$ cat src/rtl/panel_sequencer.sv
// -----------------------------------------------------------------------------
// panel_sequencer
//
// Front-panel controller for a small processor. Raw switch inputs pass through
// synchronisers and debouncers and become single-cycle press events. A state
// machine uses these events to control the processor (run, halt, single step,
// reset pulse) and to run front-panel memory/IO bus cycles (deposit/examine).
//
// Ports
//   clk          system clock
//   reset        asynchronous, active-low reset
//   sw_sr        switch register (address / deposit data source)
//   sw_lock      panel lock switch (1 = locked, all presses ignored)
//   sw_*         raw active-low momentary switches
//   iend         active-low instruction-end strobe from the microcode
//   fp_ack       front-panel bus acknowledge
//   fp_rdata     front-panel bus read data
//   clken        processor clock enable
//   step         single-step mode
//   halt/isstop  processor stopped
//   isrun        processor running (including while it is halting)
//   sys_reset    active-low system reset pulse
//   fp_req       front-panel bus request
//   fp_we        bus write strobe (deposit)
//   fp_io        bus I/O-space select
//   fp_addr      panel address register
//   fp_wdata     deposit data, captured when the deposit is pressed
//   fp_data      data latched by the last examine
//   fp_err       sticky bus-timeout flag
// -----------------------------------------------------------------------------
module panel_sequencer #(
    parameter int W       = 16,
    parameter int DEB     = 4,
    parameter int RSTLEN  = 8,
    parameter int TMO     = 255,
    parameter int AUTOINC = 1
) (
    input  logic         clk,
    input  logic         reset,
    input  logic [W-1:0] sw_sr,
    input  logic         sw_lock,
    input  logic         sw_reset_in,
    input  logic         sw_start,
    input  logic         sw_stop,
    input  logic         sw_cont,
    input  logic         sw_step,
    input  logic         sw_dep_mem,
    input  logic         sw_dep_io,
    input  logic         sw_exam_mem,
    input  logic         sw_exam_io,
    input  logic         sw_ld_addr,
    input  logic         sw_inc_addr,
    input  logic         iend,
    input  logic         fp_ack,
    input  logic [W-1:0] fp_rdata,
    output logic         clken,
    output logic         step,
    output logic         halt,
    output logic         isrun,
    output logic         isstop,
    output logic         sys_reset,
    output logic         fp_req,
    output logic         fp_we,
    output logic         fp_io,
    output logic [W-1:0] fp_addr,
    output logic [W-1:0] fp_wdata,
    output logic [W-1:0] fp_data,
    output logic         fp_err
);

    localparam int NSW = 12;
    localparam int CW  = (DEB > 2)    ? $clog2(DEB)    : 1;
    localparam int RCW = (RSTLEN > 2) ? $clog2(RSTLEN) : 1;
    localparam int TCW = (TMO > 2)    ? $clog2(TMO)    : 1;

    // Switch vector index doubles as event priority: a lower index wins.
    // Index 0 is the lock switch, which is a level and never an event.
    localparam int I_RST   = 1;
    localparam int I_STOP  = 2;
    localparam int I_START = 3;
    localparam int I_CONT  = 4;
    localparam int I_STEP  = 5;
    localparam int I_DEPM  = 6;
    localparam int I_DEPIO = 7;
    localparam int I_EXM   = 8;
    localparam int I_EXIO  = 9;
    localparam int I_LD    = 10;
    localparam int I_INC   = 11;

    typedef enum logic [2:0] {
        ST_STOP,
        ST_RSTP,
        ST_RUN,
        ST_HALTING,
        ST_STEPPING,
        ST_MEMCYC
    } state_t;

    logic [NSW-1:0]         rawSw;
    logic [NSW-1:0]         sync1_q;
    logic [NSW-1:0]         sync2_q;
    logic [NSW-1:0]         level_q;
    logic [NSW-1:1]         levelPrev_q;
    logic [NSW-1:0][CW-1:0] cnt_q;
    logic [NSW-1:1]         press;
    logic [NSW-1:1]         win;

    state_t         state_q, state_d;
    logic           goRun_q, goRun_d;
    logic [RCW-1:0] rstCnt_q, rstCnt_d;
    logic [TCW-1:0] tmoCnt_q, tmoCnt_d;
    logic [W-1:0]   addr_q, addr_d;
    logic [W-1:0]   data_q, data_d;
    logic [W-1:0]   wdata_q, wdata_d;
    logic           we_q, we_d;
    logic           io_q, io_d;
    logic           err_q, err_d;
    logic           accept;

    assign rawSw = {sw_inc_addr, sw_ld_addr, sw_exam_io, sw_exam_mem, sw_dep_io,
                    sw_dep_mem, sw_step, sw_cont, sw_start, sw_stop,
                    sw_reset_in, sw_lock};

    // Synchroniser plus debouncer for every switch. The counter tracks how
    // many consecutive samples disagree with the debounced level; any
    // agreeing sample restarts it, so short glitches never reach the level.
    always_ff @(posedge clk or negedge reset) begin
        if (!reset) begin
            sync1_q     <= '1;
            sync2_q     <= '1;
            level_q     <= '1;
            levelPrev_q <= '1;
            cnt_q       <= '0;
        end else begin
            sync1_q     <= rawSw;
            sync2_q     <= sync1_q;
            levelPrev_q <= level_q[NSW-1:1];
            for (int i = 0; i < NSW; i++) begin
                if (sync2_q[i] == level_q[i]) begin
                    cnt_q[i] <= '0;
                end else if (cnt_q[i] == CW'(DEB - 1)) begin
                    level_q[i] <= sync2_q[i];
                    cnt_q[i]   <= '0;
                end else begin
                    cnt_q[i] <= cnt_q[i] + 1'b1;
                end
            end
        end
    end

    // A press is the debounced 1->0 edge, so holding a switch gives one pulse.
    assign press = levelPrev_q & ~level_q[NSW-1:1];

    // Keep only the highest-priority press, and nothing while locked.
    always_comb begin
        win = '0;
        if (!level_q[0]) begin
            for (int i = 1; i < NSW; i++) begin
                if (press[i] && (win == '0)) begin
                    win[i] = 1'b1;
                end
            end
        end
    end

    // State and datapath registers.
    always_ff @(posedge clk or negedge reset) begin
        if (!reset) begin
            state_q  <= ST_STOP;
            goRun_q  <= 1'b0;
            rstCnt_q <= '0;
            tmoCnt_q <= '0;
            addr_q   <= '0;
            data_q   <= '0;
            wdata_q  <= '0;
            we_q     <= 1'b0;
            io_q     <= 1'b0;
            err_q    <= 1'b0;
        end else begin
            state_q  <= state_d;
            goRun_q  <= goRun_d;
            rstCnt_q <= rstCnt_d;
            tmoCnt_q <= tmoCnt_d;
            addr_q   <= addr_d;
            data_q   <= data_d;
            wdata_q  <= wdata_d;
            we_q     <= we_d;
            io_q     <= io_d;
            err_q    <= err_d;
        end
    end

    // Next-state logic. goRun_q remembers whether the reset pulse came from
    // start (continue into RUN) or from reset_in (fall back to STOP).
    always_comb begin
        state_d  = state_q;
        goRun_d  = goRun_q;
        rstCnt_d = rstCnt_q;
        tmoCnt_d = tmoCnt_q;
        addr_d   = addr_q;
        data_d   = data_q;
        wdata_d  = wdata_q;
        we_d     = we_q;
        io_d     = io_q;
        err_d    = err_q;
        accept   = 1'b0;

        if (win[I_RST]) begin
            state_d  = ST_RSTP;
            goRun_d  = 1'b0;
            rstCnt_d = '0;
            accept   = 1'b1;
        end else begin
            case (state_q)
                ST_STOP: begin
                    if (win[I_START]) begin
                        state_d  = ST_RSTP;
                        goRun_d  = 1'b1;
                        rstCnt_d = '0;
                        accept   = 1'b1;
                    end else if (win[I_CONT]) begin
                        state_d = ST_RUN;
                        accept  = 1'b1;
                    end else if (win[I_STEP]) begin
                        state_d = ST_STEPPING;
                        accept  = 1'b1;
                    end else if (|win[I_EXIO:I_DEPM]) begin
                        state_d  = ST_MEMCYC;
                        we_d     = win[I_DEPM] | win[I_DEPIO];
                        io_d     = win[I_DEPIO] | win[I_EXIO];
                        wdata_d  = sw_sr;
                        tmoCnt_d = '0;
                        accept   = 1'b1;
                    end else if (win[I_LD]) begin
                        addr_d = sw_sr;
                        accept = 1'b1;
                    end else if (win[I_INC]) begin
                        addr_d = addr_q + 1'b1;
                        accept = 1'b1;
                    end
                end
                ST_RSTP: begin
                    if (rstCnt_q == RCW'(RSTLEN - 1)) begin
                        state_d = goRun_q ? ST_RUN : ST_STOP;
                    end else begin
                        rstCnt_d = rstCnt_q + 1'b1;
                    end
                end
                ST_RUN: begin
                    if (win[I_STOP]) begin
                        state_d = ST_HALTING;
                        accept  = 1'b1;
                    end
                end
                ST_HALTING: begin
                    if (!iend) begin
                        state_d = ST_STOP;
                    end
                end
                ST_STEPPING: begin
                    if (!iend) begin
                        state_d = ST_STOP;
                    end else if (win[I_STOP]) begin
                        state_d = ST_HALTING;
                        accept  = 1'b1;
                    end
                end
                ST_MEMCYC: begin
                    // An acknowledge on the final wait cycle still completes.
                    if (fp_ack) begin
                        if (!we_q) begin
                            data_d = fp_rdata;
                        end
                        if (AUTOINC != 0) begin
                            addr_d = addr_q + 1'b1;
                        end
                        state_d = ST_STOP;
                    end else if (tmoCnt_q == TCW'(TMO - 1)) begin
                        err_d   = 1'b1;
                        state_d = ST_STOP;
                    end else begin
                        tmoCnt_d = tmoCnt_q + 1'b1;
                    end
                end
                default: begin
                    state_d = ST_STOP;
                end
            endcase
        end

        if (accept) begin
            err_d = 1'b0;
        end
    end

    assign clken     = (state_q == ST_RUN) || (state_q == ST_HALTING) || (state_q == ST_STEPPING);
    assign step      = (state_q == ST_STEPPING);
    assign halt      = (state_q == ST_STOP);
    assign isstop    = (state_q == ST_STOP);
    assign isrun     = (state_q == ST_RUN) || (state_q == ST_HALTING);
    assign sys_reset = (state_q != ST_RSTP);
    assign fp_req    = (state_q == ST_MEMCYC);
    assign fp_we     = we_q;
    assign fp_io     = io_q;
    assign fp_addr   = addr_q;
    assign fp_wdata  = wdata_q;
    assign fp_data   = data_q;
    assign fp_err    = err_q;

endmodule

$ cat config.mk
export PLATFORM = sky130hd
export DESIGN_NAME = panel_sequencer
export DESIGN_NICKNAME = d
export VERILOG_FILES = /design/src/rtl/panel_sequencer.sv
export SDC_FILE = /design/constraint.sdc
export NUM_CORES = 1
export LEC_CHECK = 0
export CORE_UTILIZATION = 42
export CTS_CLUSTER_SIZE = 40
export DETAILED_ROUTE_END_ITERATION = 12
export GPL_TIMING_DRIVEN = 0
export PLACE_DENSITY_LB_ADDON = 0.3
export SKIP_CTS_REPAIR_TIMING = 1
export SLEW_MARGIN = 5
export SYNTH_ARGS = -nofsm -noshare
export SYNTH_HDL_FRONTEND = slang
export SYNTH_SLANG_ARGS = --single-unit
$ cat constraint.sdc
create_clock -name clk -period 2.2 [get_ports clk]
set_input_delay 0.33 -clock clk [delete_from_list [all_inputs] [get_ports clk]]
set_output_delay 0.33 -clock clk [all_outputs]
set_load 0.01 [all_outputs]
# After elaboration in Yosys (flattened, before gate mapping)
# Cells that the tools add are included.
[word_totals] register_bits=137 elab_cells=268
[op_classes] add_sub_neg=15 eq_ne=49 muxes=96 bitwise=22 reduce_logical=49
[ops] cell="two-way mux 16 bit" count=7
[ops] cell="two-way mux 2 bit" count=25
[ops] cell="two-way mux 8 bit" count=6
[ops] cell="two-way mux 3 bit" count=14
[ops] cell="two-way mux 1 bit" count=38
[ops] cell="one-hot mux 16 bit (2 select lines)" count=1
[ops] cell="AND reduction 2 bit" count=13
[ops] cell="adder 2 x 1 -> 2 bit, second input constant" count=12
[ops] cell="== test 2 bit, second input constant" count=12
[ops] cell="inverter 1 bit" count=18
[ops] cell="one-hot mux 3 bit (6 select lines)" count=1
[ops] cell="adder 16 x 1 -> 16 bit, second input constant" count=1
[ops] cell="one-hot mux 8 bit (2 select lines)" count=1
[ops] cell="AND reduction 8 bit" count=2
[ops] cell="inequality test 2 bit, second input constant" count=7
[ops] cell="== test 1 bit" count=12
[ops] cell="AND reduction 4 bit" count=3
[ops] cell="AND 11 bit" count=1
[ops] cell="two-way mux 11 bit" count=1
[ops] cell="inverter 11 bit" count=1
[ops] cell="logical AND 1 bit" count=10
[ops] cell="logical NOT 10 bit" count=1
[ops] cell="nonzero test 2 bit" count=5
[ops] cell="== test 3 bit, second input constant" count=3
[ops] cell="26 further kinds" count=36

# Longest topological paths before layout
# Gate-level depths: netlist of run 1.
[logic_depth] word_depth=54 ltp_mapped=9 mapped_depth_nobuf=7

# Least setup slack after synthesis of run 1
# No wires, ideal clock.
[synth_path] path_type="flip-flop to flip-flop" startpoint="reg level_q[6]" endpoint="reg addr_q[15], in the netlist fp_addr[15]" setup_time_ns=0.128 t_arrival_ns=2.234 t_required_ns=2.072 slack_ns=-0.162 stages_incl_launch_ff=10 path_buffers=3 cell_sequence="dfstp_2 > nor2b_1 > or4b_1 > buf_2 > or4_4 > buf_6 > buf_6 > o21ai_1 > nand2_1 > o2bb2ai_1"
[synth_between] elab_chain_cells=28
[synth_lines] item="from (decl)" line_no="102" rtl="logic [NSW-1:0] level_q;"
[synth_lines] item="from (signal, indexed assignment)" line_no="142" rtl="level_q[i] <= sync2_q[i];"
[synth_lines] item="inverter 11 bit (*)" line_no="152" rtl="assign press = levelPrev_q & ~level_q[NSW-1:1];"
[synth_lines] item="AND 11 bit (*)" line_no="152"
[synth_lines] item="logical AND 1 bit (*)" line_no="159" rtl="if (press[i] && (win == '0)) begin"
[synth_lines] item="two-way mux 1 bit (*)" line_no="159"
[synth_lines] item="two-way mux 1 bit (*)" line_no="157" rtl="if (!level_q[0]) begin"
[synth_lines] item="parallel branches: the longest is 16 deep, another holds logical NOT 8 bit"
[synth_lines] item="two-way mux 11 bit (*)" line_no="157"
[synth_lines] item="two-way mux 16 bit" line_no="234" rtl="end else if (win[I_LD]) begin"
[synth_lines] item="two-way mux 16 bit" line_no="227" rtl="end else if (|win[I_EXIO:I_DEPM]) begin"
[synth_lines] item="two-way mux 16 bit" line_no="224" rtl="end else if (win[I_STEP]) begin"
[synth_lines] item="two-way mux 16 bit" line_no="221" rtl="end else if (win[I_CONT]) begin"
[synth_lines] item="two-way mux 16 bit" line_no="216" rtl="if (win[I_START]) begin"
[synth_lines] item="one-hot mux 16 bit (2 select lines)" line_no="214" rtl="case (state_q)"
[synth_lines] item="to (signal assigned)" line_no="184" rtl="addr_q <= addr_d;"
[synth_lines] item="to (decl)" line_no="112" rtl="logic [W-1:0] addr_q, addr_d;"
# Every way passes the cells marked *. The select of a mux whose other input is x is not followed.
# A chain may end at the register's enable or synchronous reset.

# Worst setup path in the final report of run 1
[layout_path] startpoint="reg level_q[7]" endpoint="reg addr_q[12], in the netlist fp_addr[12]"
[layout_between] elab_chain_cells=24
[layout_lines] item="inverter 11 bit (*)" line_no="152"
[layout_lines] item="AND 11 bit (*)" line_no="152"
[layout_lines] item="logical AND 1 bit (*)" line_no="159"
[layout_lines] item="two-way mux 1 bit (*)" line_no="159"
[layout_lines] item="two-way mux 1 bit (*)" line_no="157"
[layout_lines] item="parallel branches: the longest is 12 deep, another holds logical NOT 9 bit"
[layout_lines] item="two-way mux 11 bit (*)" line_no="157"
[layout_lines] item="two-way mux 16 bit" line_no="234"
[layout_lines] item="two-way mux 16 bit" line_no="227"
[layout_lines] item="two-way mux 16 bit" line_no="224"
[layout_lines] item="two-way mux 16 bit" line_no="221"
[layout_lines] item="two-way mux 16 bit" line_no="216"
[layout_lines] item="one-hot mux 16 bit (2 select lines)" line_no="214"
# Marks and branches as above.

==> flow_summary.ini, run 1 <==
[hold_path]
hold_path.class = input pin to flip-flop

[cells_and_area]
insertedDiodeCount = 0
area_delta_synth_final_pct = 40.77
nNetsFinal = 728
multi_input_area_um2 = 2323
regArea_um2 = 3491
final_layout_size_suffix_gt1_frac = 0.2944
fill_cells = 1077

[route]
wl_per_cell_um = 15.42
drc = 0
ant_nets = 0
vias = 4372
drt_iter0_markers = 226
vias_per_cell = 5.131
dr.pass1.iters = 4
wl_mm = 13.14

[global_routing]
grt_antenna_before_repair = 0
grt_pass1_vias = 4438
grt_pass1_wl_mm = 21.49
gr-total-overflow = 0
globalRouteTotalUtil = 0.1909
grt_max_degree = 84

[timing]
finalClockSkew_ns = 0.006816
period_needed_ns = 2.392
fin_setup_tns_ns = -2.371
holdWs_ns = 0.3172
fmax_mhz = 418.1
worst_pin_slew_ns = 0.5165
rsz0062_at_grt = yes
period_share = 1.087
finalMaxSlewViolations = 0
fin_ws_ns = -0.1916
setup_viol = 21
final_hold_viol_count = 0
maxSlewHeadroom = 0.6557

[pwr]
ir_drop_uv = 702.1
power_density_nw_per_um2 = 1416
p_leak_nw = 3.575
power_mw = 11.55

[placement]
post-place-ws_ns = -0.5271
port_buffers = 105
gp_congestion = 0.8627
dp_hpwl_mm = 8.902

[synth]
ys.flop_type = dfrtp_1
synth_largest_area_cell = dfrtp_1
netlist_instances = 506
async_flop_share = 1.000
synth_area_um2 = 5794
yosysWarnings = 0
synth.top_cell.area_share = 0.3887
syn_area_per_cell_um2 = 11.45
seq_area_frac_synth = 0.6018
ys_ff_latch = 137
syn-num-nets = 571
synth.distinct_cells = 56
synth-edff-count = 0
synthTopCellsByArea = dfrtp_1 (39%), dfstp_2 (21%), nand2_1 (5.6%), mux2_2 (5.2%), ha_1 (3.7%)

[outcome]
status = finished, violations left
violations = setup timing

[floorplanning]
floorplan.initialDensity = 0.4341
die_h_um = 119.5
num_rows = 42
dieArea_um2 = 14270
pin_count = 106
die_w_um = 119.5
core_area_um2 = 13350

[worst_setup_path]
critPathMaxFanout = 6
crit_required_ns = 2.50
end_kind = flip-flop
start_kind = flip-flop
r2r_setup_slack_ns = -0.19
crit_arrival_ns = 2.69
path_class = flip-flop to flip-flop

[clocking]
cts_tree = yes
clock_latency_ns = 0.41
cts-root-buf = clkbuf_16
cts_buffer_depth = 2
clk_pin_slew_ns = 0.06
htree_num_levels = 4
clock-sinks = 137
numCtsBuffers = 17

[run]
cap_violations = 0
[worst max-delay path, stage by stage (launching register included)]
cell	delay [ns]
dfstp_2	0.54
nor2b_2	0.05
or4b_4	0.60
or4_4	0.64
buf_4	0.18
nand2_4	0.05
a2bb2oi_1	0.15
o21ai_1	0.07
[sequential cells by signal, summed over array words and instances, names as in the netlist]
signal,count
cnt_q,24
fp_addr,16
fp_data,16
fp_wdata,16
level_q,12
sync1_q,12
sync2_q,12
levelPrev_q,11
tmoCnt_q,8
rstCnt_q,3
state_q,3
fp_err,1
fp_io,1
fp_we,1
goRun_q,1
[cells in the mapped netlist, drive strengths merged (2+ instances only)]
cell     instances
a21oi           34
a22oi            2
a2bb2oi          2
a311oi           2
a31oi            3
and3             4
buf             10
clkbuf           7
dfrtp           90
dfstp           47
ha              17
inv              7
mux2            27
mux2i            2
nand2           86
nand2b           8
nand3           11
nand4            4
nor2            25
nor2b           20
nor3            20
nor4             2
o21ai           30
o31ai            6
or2              2
or3              4
or4              4
xnor2           12
[where the power goes]
part / switching [mW] / internal, mW / leakage [nW]
Sequential: 0.692 / 3.60 / 1.63
Combinational: 2.09 / 2.42 / 1.65
Clock: 1.00 / 1.74 / 0.286
[metrics by stage]
stage / utilization / cells / area, µm²
floorplan: - / 506 / 5822
global placement: 0.5314 / 787 / 7093
detailed placement: 0.5336 / 788 / 7122
CTS: 0.5767 / 820 / 7697
global route: 0.6111 / 852 / 8157
finish: 0.6111 / 852 / 8157
[worst paths after layout]
kind / endpoint / from / cells past startpoint
min reg2reg: sync2_q[1] / sync1_q[1] / 0
max: fp_addr[12] / level_q[7] / 7
max in group asynchronous: level_q[6] / reset / 3
max reg2reg: fp_addr[12] / level_q[7] / 7
min in group asynchronous: cnt_q[1] / reset / 2
min: sync1_q[9] / sw_exam_io / 1
[final cells by class]
type / count / area share
clock buffers: 23 / 0.05860
inverters: 8 / 0.004142
repair buffers: 139 / 0.1680
plain buffers: 15 / 0.01749
clock inverters: 9 / 0.01197
multi-input cells: 345 / 0.2849
well taps: 176 / 0.02700
flip-flops and latches: 137 / 0.4280
[layout by cell type, fill, tap and decap left out, types with 12 or more instances in the layout]
cell,n
o21ai_1,13
dfrtp_1,87
a21oi_1,27
nand2_1,82
buf_4,31
mux2_2,27
xnor2_1,12
nor3_1,18
nor2b_1,17
dfstp_2,47
clkdlybuf4s50_1,100
nor2_1,24
clkbuf_16,18
ha_1,17
[logic make-up (layout without fill, tap and decap cells)]
kind of cell | after synthesis | count (layout) | share of synthesized area
XOR/XNOR | 12 | 12 | 0.01814
AO/OA/AOI/OAI | 91 | 91 | 0.09718
buffers and inverters | 25 | 194 | 0.02311
flip-flops | 137 | 137 | 0.6018
adder cells (fa/ha/maj) | 17 | 17 | 0.03671
AND/OR/NAND/NOR | 195 | 196 | 0.1671
multiplexers | 29 | 29 | 0.05593
[layer usage]
layer | routed length, µm | vias to the layer above | GRT usage | share of wire
met5 | 0 | - | 0 | 0
met4 | 208 | 0 | 0.06953 | 0.016
met3 | 503 | 17 | 0.04550 | 0.038
met2 | 6785 | 97 | 0.3186 | 0.52
met1 | 5640 | 2188 | 0.2405 | 0.43
li1 | - | 2070 | - | -
(Power assumes the default switching activity.)
==> run 2, diff against run 1 <==
--- a/config.mk
+++ b/config.mk
@@ -6,12 +6,12 @@
 export NUM_CORES = 1
 export LEC_CHECK = 0
 export CORE_UTILIZATION = 42
-export CTS_CLUSTER_SIZE = 40
+export CTS_CLUSTER_SIZE = 24
 export DETAILED_ROUTE_END_ITERATION = 12
 export GPL_TIMING_DRIVEN = 0
 export PLACE_DENSITY_LB_ADDON = 0.3
 export SKIP_CTS_REPAIR_TIMING = 1
-export SLEW_MARGIN = 5
+export SLEW_MARGIN = 15
 export SYNTH_ARGS = -nofsm -noshare
 export SYNTH_HDL_FRONTEND = slang
 export SYNTH_SLANG_ARGS = --single-unit
==> results of run 2 <==
Same layout as run 1: the final DEF is identical, and so are final timing and power.
